===== src/rtl/slice_loader_if.sv =====
// slice_loader_if: slice stream from the producer plus the encoder handoff
// signals. The master side is the environment (stream source and encoder);
// the slave side is the loader.
interface slice_loader_if #(
    parameter int unsigned NUM_SLICES = 64,
    parameter int unsigned SLICE_W    = 25
);
    localparam int unsigned NUM_CELLS = NUM_SLICES * SLICE_W;

    logic                 in_valid;
    logic                 in_ready;
    logic [SLICE_W-1:0]   in_slice;
    logic                 in_last;
    logic                 enc_start;
    logic [NUM_CELLS-1:0] enc_data;
    logic                 enc_done;
    logic                 busy;
    logic                 err;

    modport master (
        output in_valid, in_slice, in_last, enc_done,
        input  in_ready, enc_start, enc_data, busy, err
    );

    modport slave (
        input  in_valid, in_slice, in_last, enc_done,
        output in_ready, enc_start, enc_data, busy, err
    );
endinterface


===== src/rtl/slice_loader.sv =====
// slice_loader: collects NUM_SLICES slices of SLICE_W bits into a holding
// register, pulses enc_start once the frame is complete, then stalls the
// stream until a rising edge of enc_done.
// Optional feature macro: SLICE_LOADER_LAST_CHECK_EN enables in_last framing
// checks with a one-cycle err pulse; without it in_last is ignored and err is 0.
module slice_loader #(
    parameter int unsigned NUM_SLICES = 64,
    parameter int unsigned SLICE_W    = 25
) (
    input logic          clk,
    input logic          rst,
    slice_loader_if.slave bus
);
    localparam int unsigned NUM_CELLS = NUM_SLICES * SLICE_W;
    localparam int unsigned CNT_W     = $clog2(NUM_SLICES);
    localparam int unsigned IDX_W     = $clog2(NUM_CELLS);
    localparam logic [CNT_W-1:0] CNT_MAX = CNT_W'(NUM_SLICES - 1);

    typedef enum logic [1:0] {StFill, StStart, StWait} state_e;

    state_e               state_q, state_d;
    logic [CNT_W-1:0]     cnt_q, cnt_d;
    logic                 done_q;
    logic                 err_q, err_d;
    logic [NUM_CELLS-1:0] data_q;
    logic                 beat;
    logic                 last_slot;
    logic [IDX_W-1:0]     slot_lsb;

    // Ready is a pure decode of state (plus reset), never of in_valid.
    assign bus.in_ready  = (state_q == StFill) & ~rst;
    assign bus.enc_start = (state_q == StStart);
    assign bus.busy      = (state_q == StWait);
    assign bus.enc_data  = data_q;
    assign bus.err       = err_q;

    assign beat      = bus.in_valid & bus.in_ready;
    assign last_slot = (cnt_q == CNT_MAX);
    // Slot 0 sits at the MSB end of the block.
    assign slot_lsb  = IDX_W'((NUM_SLICES - 1 - 32'(cnt_q)) * SLICE_W);

`ifndef SLICE_LOADER_LAST_CHECK_EN
    logic unused_in_last;
    assign unused_in_last = bus.in_last;
`endif

    // State, counter, done edge detector and error pulse registers.
    always_ff @(posedge clk) begin
        if (rst) begin
            state_q <= StFill;
            cnt_q   <= '0;
            done_q  <= 1'b0;
            err_q   <= 1'b0;
        end else begin
            state_q <= state_d;
            cnt_q   <= cnt_d;
            done_q  <= bus.enc_done;
            err_q   <= err_d;
        end
    end

    // Holding register: written only on accepted beats, so frozen in START/WAIT.
    always_ff @(posedge clk) begin
        if (rst) begin
            data_q <= '0;
        end else if (beat) begin
            data_q[slot_lsb +: SLICE_W] <= bus.in_slice;
        end
    end

    // Next-state, slot counter and framing-error decode.
    always_comb begin
        state_d = state_q;
        cnt_d   = cnt_q;
        err_d   = 1'b0;
        unique case (state_q)
            StFill: begin
                if (beat) begin
`ifdef SLICE_LOADER_LAST_CHECK_EN
                    // in_last must be set on the final slot and only there.
                    if (bus.in_last != last_slot) begin
                        err_d = 1'b1;
                        cnt_d = '0;
                    end else if (last_slot) begin
                        state_d = StStart;
                        cnt_d   = '0;
                    end else begin
                        cnt_d = cnt_q + 1'b1;
                    end
`else
                    if (last_slot) begin
                        state_d = StStart;
                        cnt_d   = '0;
                    end else begin
                        cnt_d = cnt_q + 1'b1;
                    end
`endif
                end
            end
            StStart: begin
                state_d = StWait;
            end
            StWait: begin
                // Edge, not level: a done left high from the last frame is ignored.
                if (bus.enc_done & ~done_q) begin
                    state_d = StFill;
                end
            end
            default: begin
                state_d = StFill;
            end
        endcase
    end
endmodule


===== src/flat_wrapper.sv =====
// flat-port wrapper written by rule: the top's interface ports become plain ports
module slice_loader_flat 
#(
    parameter int unsigned NUM_SLICES = 64,
    parameter int unsigned SLICE_W    = 25
)
  (clk, rst, bus_in_valid, bus_in_slice, bus_in_last, bus_enc_done, bus_in_ready, bus_enc_start, bus_enc_data, bus_busy, bus_err);
  slice_loader_if #(.NUM_SLICES(NUM_SLICES), .SLICE_W(SLICE_W)) bus_i ();
  input logic clk;
  input logic rst;
  input wire logic [$bits(bus_i.in_valid)-1:0] bus_in_valid;
  input wire logic [$bits(bus_i.in_slice)-1:0] bus_in_slice;
  input wire logic [$bits(bus_i.in_last)-1:0] bus_in_last;
  input wire logic [$bits(bus_i.enc_done)-1:0] bus_enc_done;
  output wire logic [$bits(bus_i.in_ready)-1:0] bus_in_ready;
  output wire logic [$bits(bus_i.enc_start)-1:0] bus_enc_start;
  output wire logic [$bits(bus_i.enc_data)-1:0] bus_enc_data;
  output wire logic [$bits(bus_i.busy)-1:0] bus_busy;
  output wire logic [$bits(bus_i.err)-1:0] bus_err;
  assign bus_i.in_valid = bus_in_valid;
  assign bus_i.in_slice = bus_in_slice;
  assign bus_i.in_last = bus_in_last;
  assign bus_i.enc_done = bus_enc_done;
  assign bus_in_ready = bus_i.in_ready;
  assign bus_enc_start = bus_i.enc_start;
  assign bus_enc_data = bus_i.enc_data;
  assign bus_busy = bus_i.busy;
  assign bus_err = bus_i.err;
  slice_loader #(.NUM_SLICES(NUM_SLICES), .SLICE_W(SLICE_W)) u_core (.clk(clk), .rst(rst), .bus(bus_i));
endmodule

===== config.mk =====
export PLATFORM = sky130hd
export DESIGN_NAME = slice_loader_flat
export DESIGN_NICKNAME = d
export VERILOG_FILES = /design/src/rtl/slice_loader_if.sv /design/src/rtl/slice_loader.sv /design/src/flat_wrapper.sv
export SDC_FILE = /design/constraint.sdc
export NUM_CORES = 2
export LEC_CHECK = 0
export ABC_AREA = 1
export CAP_MARGIN = 20
export CORE_AREA = 2 2 629 631
export CTS_BUF_LIST = sky130_fd_sc_hd__clkbuf_4
export CTS_CLUSTER_DIAMETER = 30
export DETAILED_ROUTE_END_ITERATION = 7
export DIE_AREA = 0 0 631 633
export HOLD_SLACK_MARGIN = 0.08
export PLACE_DENSITY = 0.35
export SLEW_MARGIN = 20
export SYNTH_ARGS = -nofsm -noshare
export SYNTH_HDL_FRONTEND = slang
export SYNTH_SLANG_ARGS = --single-unit

===== constraint.sdc =====
create_clock -name clk -period 6.6 [get_ports clk]
set_input_delay 1.32 -clock clk [delete_from_list [all_inputs] [get_ports clk]]
set_output_delay 1.32 -clock clk [all_outputs]
set_load 0.02 [all_outputs]

Word-level counts from Yosys, hierarchy flattened
Index checks and enable logic that the tools add are counted. W data, S select, Z words.

Add/subtract/negate cells: 3. Mux-type cells: 6. Multiply operators: 1. Reduce and logical (&&, ||, !) cells: 3. Bitwise gates (word level): 5. Shift operators: 2. Equal/unequal tests: 6.

Operators by type and width (count): $bwmux W1600 (1); $shift A25 B13 Y1600 const A (1); $shiftx A25 B13 Y1600 (1); $mul A32 B5 Y11 const B (1); $neg A11 Y13 (1); $sub A6 B6 Y7 const A (1); $add A6 B1 Y6 const B (1); $eq A6 B6 Y1 const B (1); $mux W2 (3); $mux W6 (1); $ne A2 B1 Y1 const B (3); $pmux W2 S3 (1); $and A1 B1 Y1 (3); $reduce_and A3 Y1 (1); $eq A2 B1 Y1 const B (1); $eq A2 B2 Y1 const B (1); $logic_not A2 Y1 (1); $not A1 Y1 (2); $reduce_and A2 Y1 (1).

Register bits: 1609. Word-level logic and storage cells: 30. Bits of input ports: 30.

Logic depth before layout (Yosys ltp)
Depth in word-level cells: 5. Depth in mapped cells: 30. Depth with buffers taken out: 27.

Worst setup path before layout
Ideal clock, no wire load.

Path kind: register -> register. Start point: reg u_core.cnt_q[0]. End point: reg u_core.data_q[1310] (netlist: u_core.bus.enc_data[1310]). Stages on the path, launching flop included: 27. Library setup time: 119 ps. Arrival time: 4097 ps. Slack: 2383 ps. Required time: 6481 ps. Cells stage by stage: dfxtp_1 -> buf_2 -> inv_2 -> buf_2 -> ha_1 -> ha_1 -> ha_1 -> fa_1 -> nor2_1 -> nand3_1 -> nor2_4 -> nand3_4 -> nor2_4 -> nand3_4 -> buf_12 -> buf_6 -> nand3_1 -> nand3_1 -> nand2_1 -> nand2_1 -> nand2_1 -> nand2_1 -> o21ai_2 -> inv_2 -> buf_2 -> nand4_1 -> a21oi_1.

Longest elaborated chain between the ends: 5.

RTL lines: start, declared (line slice_loader.sv:22) `logic [CNT_W-1:0] cnt_q, cnt_d;`; start signal, assigned (line slice_loader.sv:56) `cnt_q <= cnt_d;`; $sub A6 B6 Y7 * (line slice_loader.sv:40) `assign slot_lsb = IDX_W'((NUM_SLICES - 1 - 32'(cnt_q)) * SLICE_W);`; $mul A32 B5 Y11 * (line slice_loader.sv:40); $neg A11 Y13 * (line slice_loader.sv:67) `data_q[slot_lsb +: SLICE_W] <= bus.in_slice;`; $shiftx A25 B13 Y1600 or $shift A25 B13 Y1600 (tied branches) (line slice_loader.sv:67); $bwmux W1600 * (line slice_loader.sv:67); end signal, assigned by index (line slice_loader.sv:67); end, declared (line slice_loader.sv:25) `logic [NUM_CELLS-1:0] data_q;`.

Mark *: on every way between the ends. The rest lies on a longest branch, timed or not. A chain may end at the register's enable or synchronous reset.

Worst setup path after layout
Start point: reg u_core.cnt_q[2]. End point: reg u_core.data_q[1547] (netlist: u_core.bus.enc_data[1547]).

The elaborated chain is that of the path after synthesis.

==> out/metrics.cfg <==
[timing]
fmax_mhz = 161
worst_pin_slew_ns = 1.31
tns_ns = 0
rsz_0062_raised_after_global_routing = false
share_of_the_clock_period_used_by_the_worst_path_after_layout_pct = 93.9
timing.slew.headroom_pct = 12.6
report.final.setup_viol = 0
min_period_ns = 6.20
fin_hold_ws_ns = 0.450
final_slew_violations = 0
hold_violations = 0
final.setup_skew_ns = 0.0943

[final_layout]
mostFrequentLayoutCell = sky130_fd_sc_hd__nand2_1
mostFrequentLayoutCells = 1757 x sky130_fd_sc_hd__nand2_1, 1630 x sky130_fd_sc_hd__clkdlybuf4s50_1, 1609 x sky130_fd_sc_hd__dfxtp_1
area_delta_synth_final_pct = 39.1
final_cell_area_mm2 = 0.108
post_layout_nonfiller_instances = 18900
layout-drive-gt1-share_pct = 10.7
design.final.nets = 13400

[clock_tree]
clock_latency_ns = 1.59
cts_tree = built
clk_pin_slew_worst_paths_ns = 0.06
ctsRootBufferMaster = sky130_fd_sc_hd__clkbuf_4
cts.sink_count = 1609
cts_max_path_buffers = 4
ctsResizeCount = 0
h-tree-depth = 6
cts_post_setup_buffers_inserted = 0
inserted_clock_buffers = 606

[worst_setup_path]
crit_fanout = 28
cells_along_the_critical_path = inv_1 > ha_1 > ha_1 > ha_1 > fa_1 > inv_1 > nand4_2 > nor2_1 > nand3_1 > nand2_8 > nand2_1 > inv_2 > nand2_2 > inv_2 > nand2_2 > nor2_2 > inv_2 > o21ai_0 > inv_1 > a21oi_1
r2r-start = u_core.cnt_q[2]$_SDFFE_PP0P_
setup.reg_to_reg.worst_slack_ns = 0.40
timing.critical_path.slowest_stage_cell = sky130_fd_sc_hd__o21ai_0
startpoint_type = flip-flop
crit_type = flip-flop to flip-flop
worst_r2r_endpoint = u_core.bus.enc_data[1547]$_SDFFE_PP0P_
cp_slowest_stage_delay_ns = 0.99
endpoint_kind = flip-flop
arrival_ns = 7.69
timing.critical_path.required_ns = 8.09
timing.reg2reg.worst_path_depth = 20

[routing]
top_signal_layer_used = met5
drt_pre_antenna_iters = 6
via_count = 93500
viasPerCell = 4.94
detailroute.wirelength.met2_um = 291000
antenna_violating_nets_post_route = 0
dr.first_iter.drc_count = 9360
met3_wirelength_um = 58000
routed_wire_length_per_instance_um = 35.2
route.layer.met1.wl_um = 269000
route.detailed.drc = 0
routed_wl_um = 667000

[die]
core_region_area_mm2 = 0.392
horizontal_extent_of_the_die_um = 631
number_of_rows_created_at_floorplan = 230
die_height_um = 633
initial_utilization_pct = 19.8
fp.dieArea_mm2 = 0.399
top_level_ports = 1634

[synthesis]
async_flop_share_pct = 0
yosys_top_cell_area_share_pct = 41.5
ys_types = 64
synth.ff_latch_count = 1609
syn_area_mm2 = 0.0776
synthesis.nets = 11600
post_synth_fa_ha_maj_area_fraction_pct = 0.509
synth_largest_area_cell = sky130_fd_sc_hd__dfxtp_1
netlist_top_cells_area = sky130_fd_sc_hd__dfxtp_1 41%, sky130_fd_sc_hd__a21oi_1 9.3%, sky130_fd_sc_hd__nand2_1 8.6%, sky130_fd_sc_hd__o21ai_0 8.4%, sky130_fd_sc_hd__nor2_1 7.5%
synth_simple_gate_area_share_pct = 26.9
synth_area_per_cell_um2 = 6.72
main_combinational_cell_family_by_area_after_synthesis = simple AND/OR/NAND/NOR gates
synthXorXnorAreaFrac_pct = 0.0693
synth-main-ff-cell = sky130_fd_sc_hd__dfxtp_1
post_synth_edffs = 0
yosysSeqAreaShare_pct = 41.5
yosysWarnings = 0
compound_cell_area_share_of_the_yosys_netlist_pct = 21.4
netlist_instances = 11500
synth.mux.area_fraction_pct = 0.0129

[flow_run]
maximum_capacitance_violations = 0

[global_route]
largest_net_degree_at_the_start_of_global_routing = 198
grt_pass1_wl_um = 858000
grt_pass1_vias = 87500
antenna_found_initial = 60
grt_remaining_overflow = 0
grt_total_usage_pct = 31.9

[place]
hpwl_reported_at_the_end_of_detailed_placement_um = 494000
cell_area_after_placement_mm2 = 0.101
dp_cells = 17900
numPortBuffers = 1631
gpl.final_weighted_congestion = 1.00

[status]
outcome = completed

[pwr]
p_per_area_mw_per_mm2 = 384
p_leak_uw = 0.0417
ir_worst_vdd_uv = 436
fin_total_pwr_uw = 41500

[worst_hold_path]
hold_start = u_core.bus.enc_data[645]$_SDFFE_PP0P_
min_to = u_core.bus.enc_data[645]$_SDFFE_PP0P_
hold_path_class = flip-flop to flip-flop
hold_path_depth = 2

report_power, final:
part           switching, uW  internal (uW)
clock network           5710           6000
registers                120           9880
logic                  16900           2840
per-layer routing:
layer / GRT usage (%) / up-vias
met5: 0 / -
met4: 20.0 / 32
met3: 9.03 / 1164
met2: 49.5 / 4624
met1: 38.8 / 45100
li1: - / 42500
cells by family after synthesis:
logic type / count (synthesis)
XOR/XNOR: 4
buffers and inverters: 1874
adder cells (fa/ha/maj): 31
AO/OA/AOI/OAI: 3155
other: 1
multiplexers: 1
AND/OR/NAND/NOR: 4869
flip-flops: 1609
worst max-delay path by stage:
stage | startpoint | endpoint | slack (ns) | cells past startpoint
floorplan | u_core.cnt_q[0]$_SDFFE_PP0P_ | u_core.bus.enc_data[1310]$_SDFFE_PP0P_ | 2.38 | 26
global placement | u_core.cnt_q[2]$_SDFFE_PP0P_ | u_core.bus.enc_data[711]$_SDFFE_PP0P_ | 0.57 | 21
detailed placement | u_core.cnt_q[2]$_SDFFE_PP0P_ | u_core.bus.enc_data[626]$_SDFFE_PP0P_ | 0.62 | 24
CTS | u_core.cnt_q[2]$_SDFFE_PP0P_ | u_core.bus.enc_data[626]$_SDFFE_PP0P_ | 0.52 | 24
global route | u_core.cnt_q[2]$_SDFFE_PP0P_ | u_core.bus.enc_data[1321]$_SDFFE_PP0P_ | 0.14 | 25
finish | u_core.cnt_q[2]$_SDFFE_PP0P_ | u_core.bus.enc_data[1547]$_SDFFE_PP0P_ | 0.40 | 20
area by class of cell:
type	instances	area, um2
fillers	43800	284000
multi-input cells	8061	38400
flip-flops and latches	1609	32200
repair buffers	1958	19400
well taps	5220	6530
clock buffers	815	6120
inverters	1056	4050
clock inverters	192	1120
diodes	23	57.6
stage by stage:
stage	utilization, %	worst slack, ns
after floorplan	-	2.38
after global placement	25.7	0.568
after CTS	27.5	0.524
after detailed placement	25.7	0.619
final	27.5	0.401
after global routing	27.5	0.137
repair_timing:
item                                   4_1_cts  5_1_grt
setup endpoints to repair                    0        0
endpoints found under the hold margin       19        0
hold buffers                                 2        0
worst max-delay path, delay by kind of cell, from the launching register on:
kind | cells | cell delay, ns
flip-flops | 1 | 0.40
AO/OA/AOI/OAI | 2 | 1.16
buffers and inverters | 6 | 1.09
AND/OR/NAND/NOR | 8 | 2.04
adder cells (fa/ha/maj) | 4 | 1.40
flip-flops by register name, indices dropped and copies added (netlist names):
register,count
u_core.done_q,1
u_core.state_q,2
u_core.cnt_q,6
u_core.bus.enc_data,1600
cells in the mapped netlist (17+ instances only):
master,n
sky130_fd_sc_hd__a21oi_1,1440
sky130_fd_sc_hd__a31oi_1,24
sky130_fd_sc_hd__buf_1,164
sky130_fd_sc_hd__buf_2,266
sky130_fd_sc_hd__buf_4,17
sky130_fd_sc_hd__clkbuf_1,366
sky130_fd_sc_hd__dfxtp_1,1609
sky130_fd_sc_hd__ha_1,30
sky130_fd_sc_hd__inv_1,1003
sky130_fd_sc_hd__inv_2,49
sky130_fd_sc_hd__nand2_1,1778
sky130_fd_sc_hd__nand2_2,29
sky130_fd_sc_hd__nand3_1,873
sky130_fd_sc_hd__nand4_1,282
sky130_fd_sc_hd__nor2_1,1557
sky130_fd_sc_hd__nor2_2,26
sky130_fd_sc_hd__nor3_1,256
sky130_fd_sc_hd__o211ai_1,28
sky130_fd_sc_hd__o21a_1,37
sky130_fd_sc_hd__o21ai_0,1305
sky130_fd_sc_hd__o21ai_1,86
sky130_fd_sc_hd__o21ai_2,24
sky130_fd_sc_hd__o21bai_1,78
sky130_fd_sc_hd__o22ai_1,87
Power figures use the tool's default switching activity.
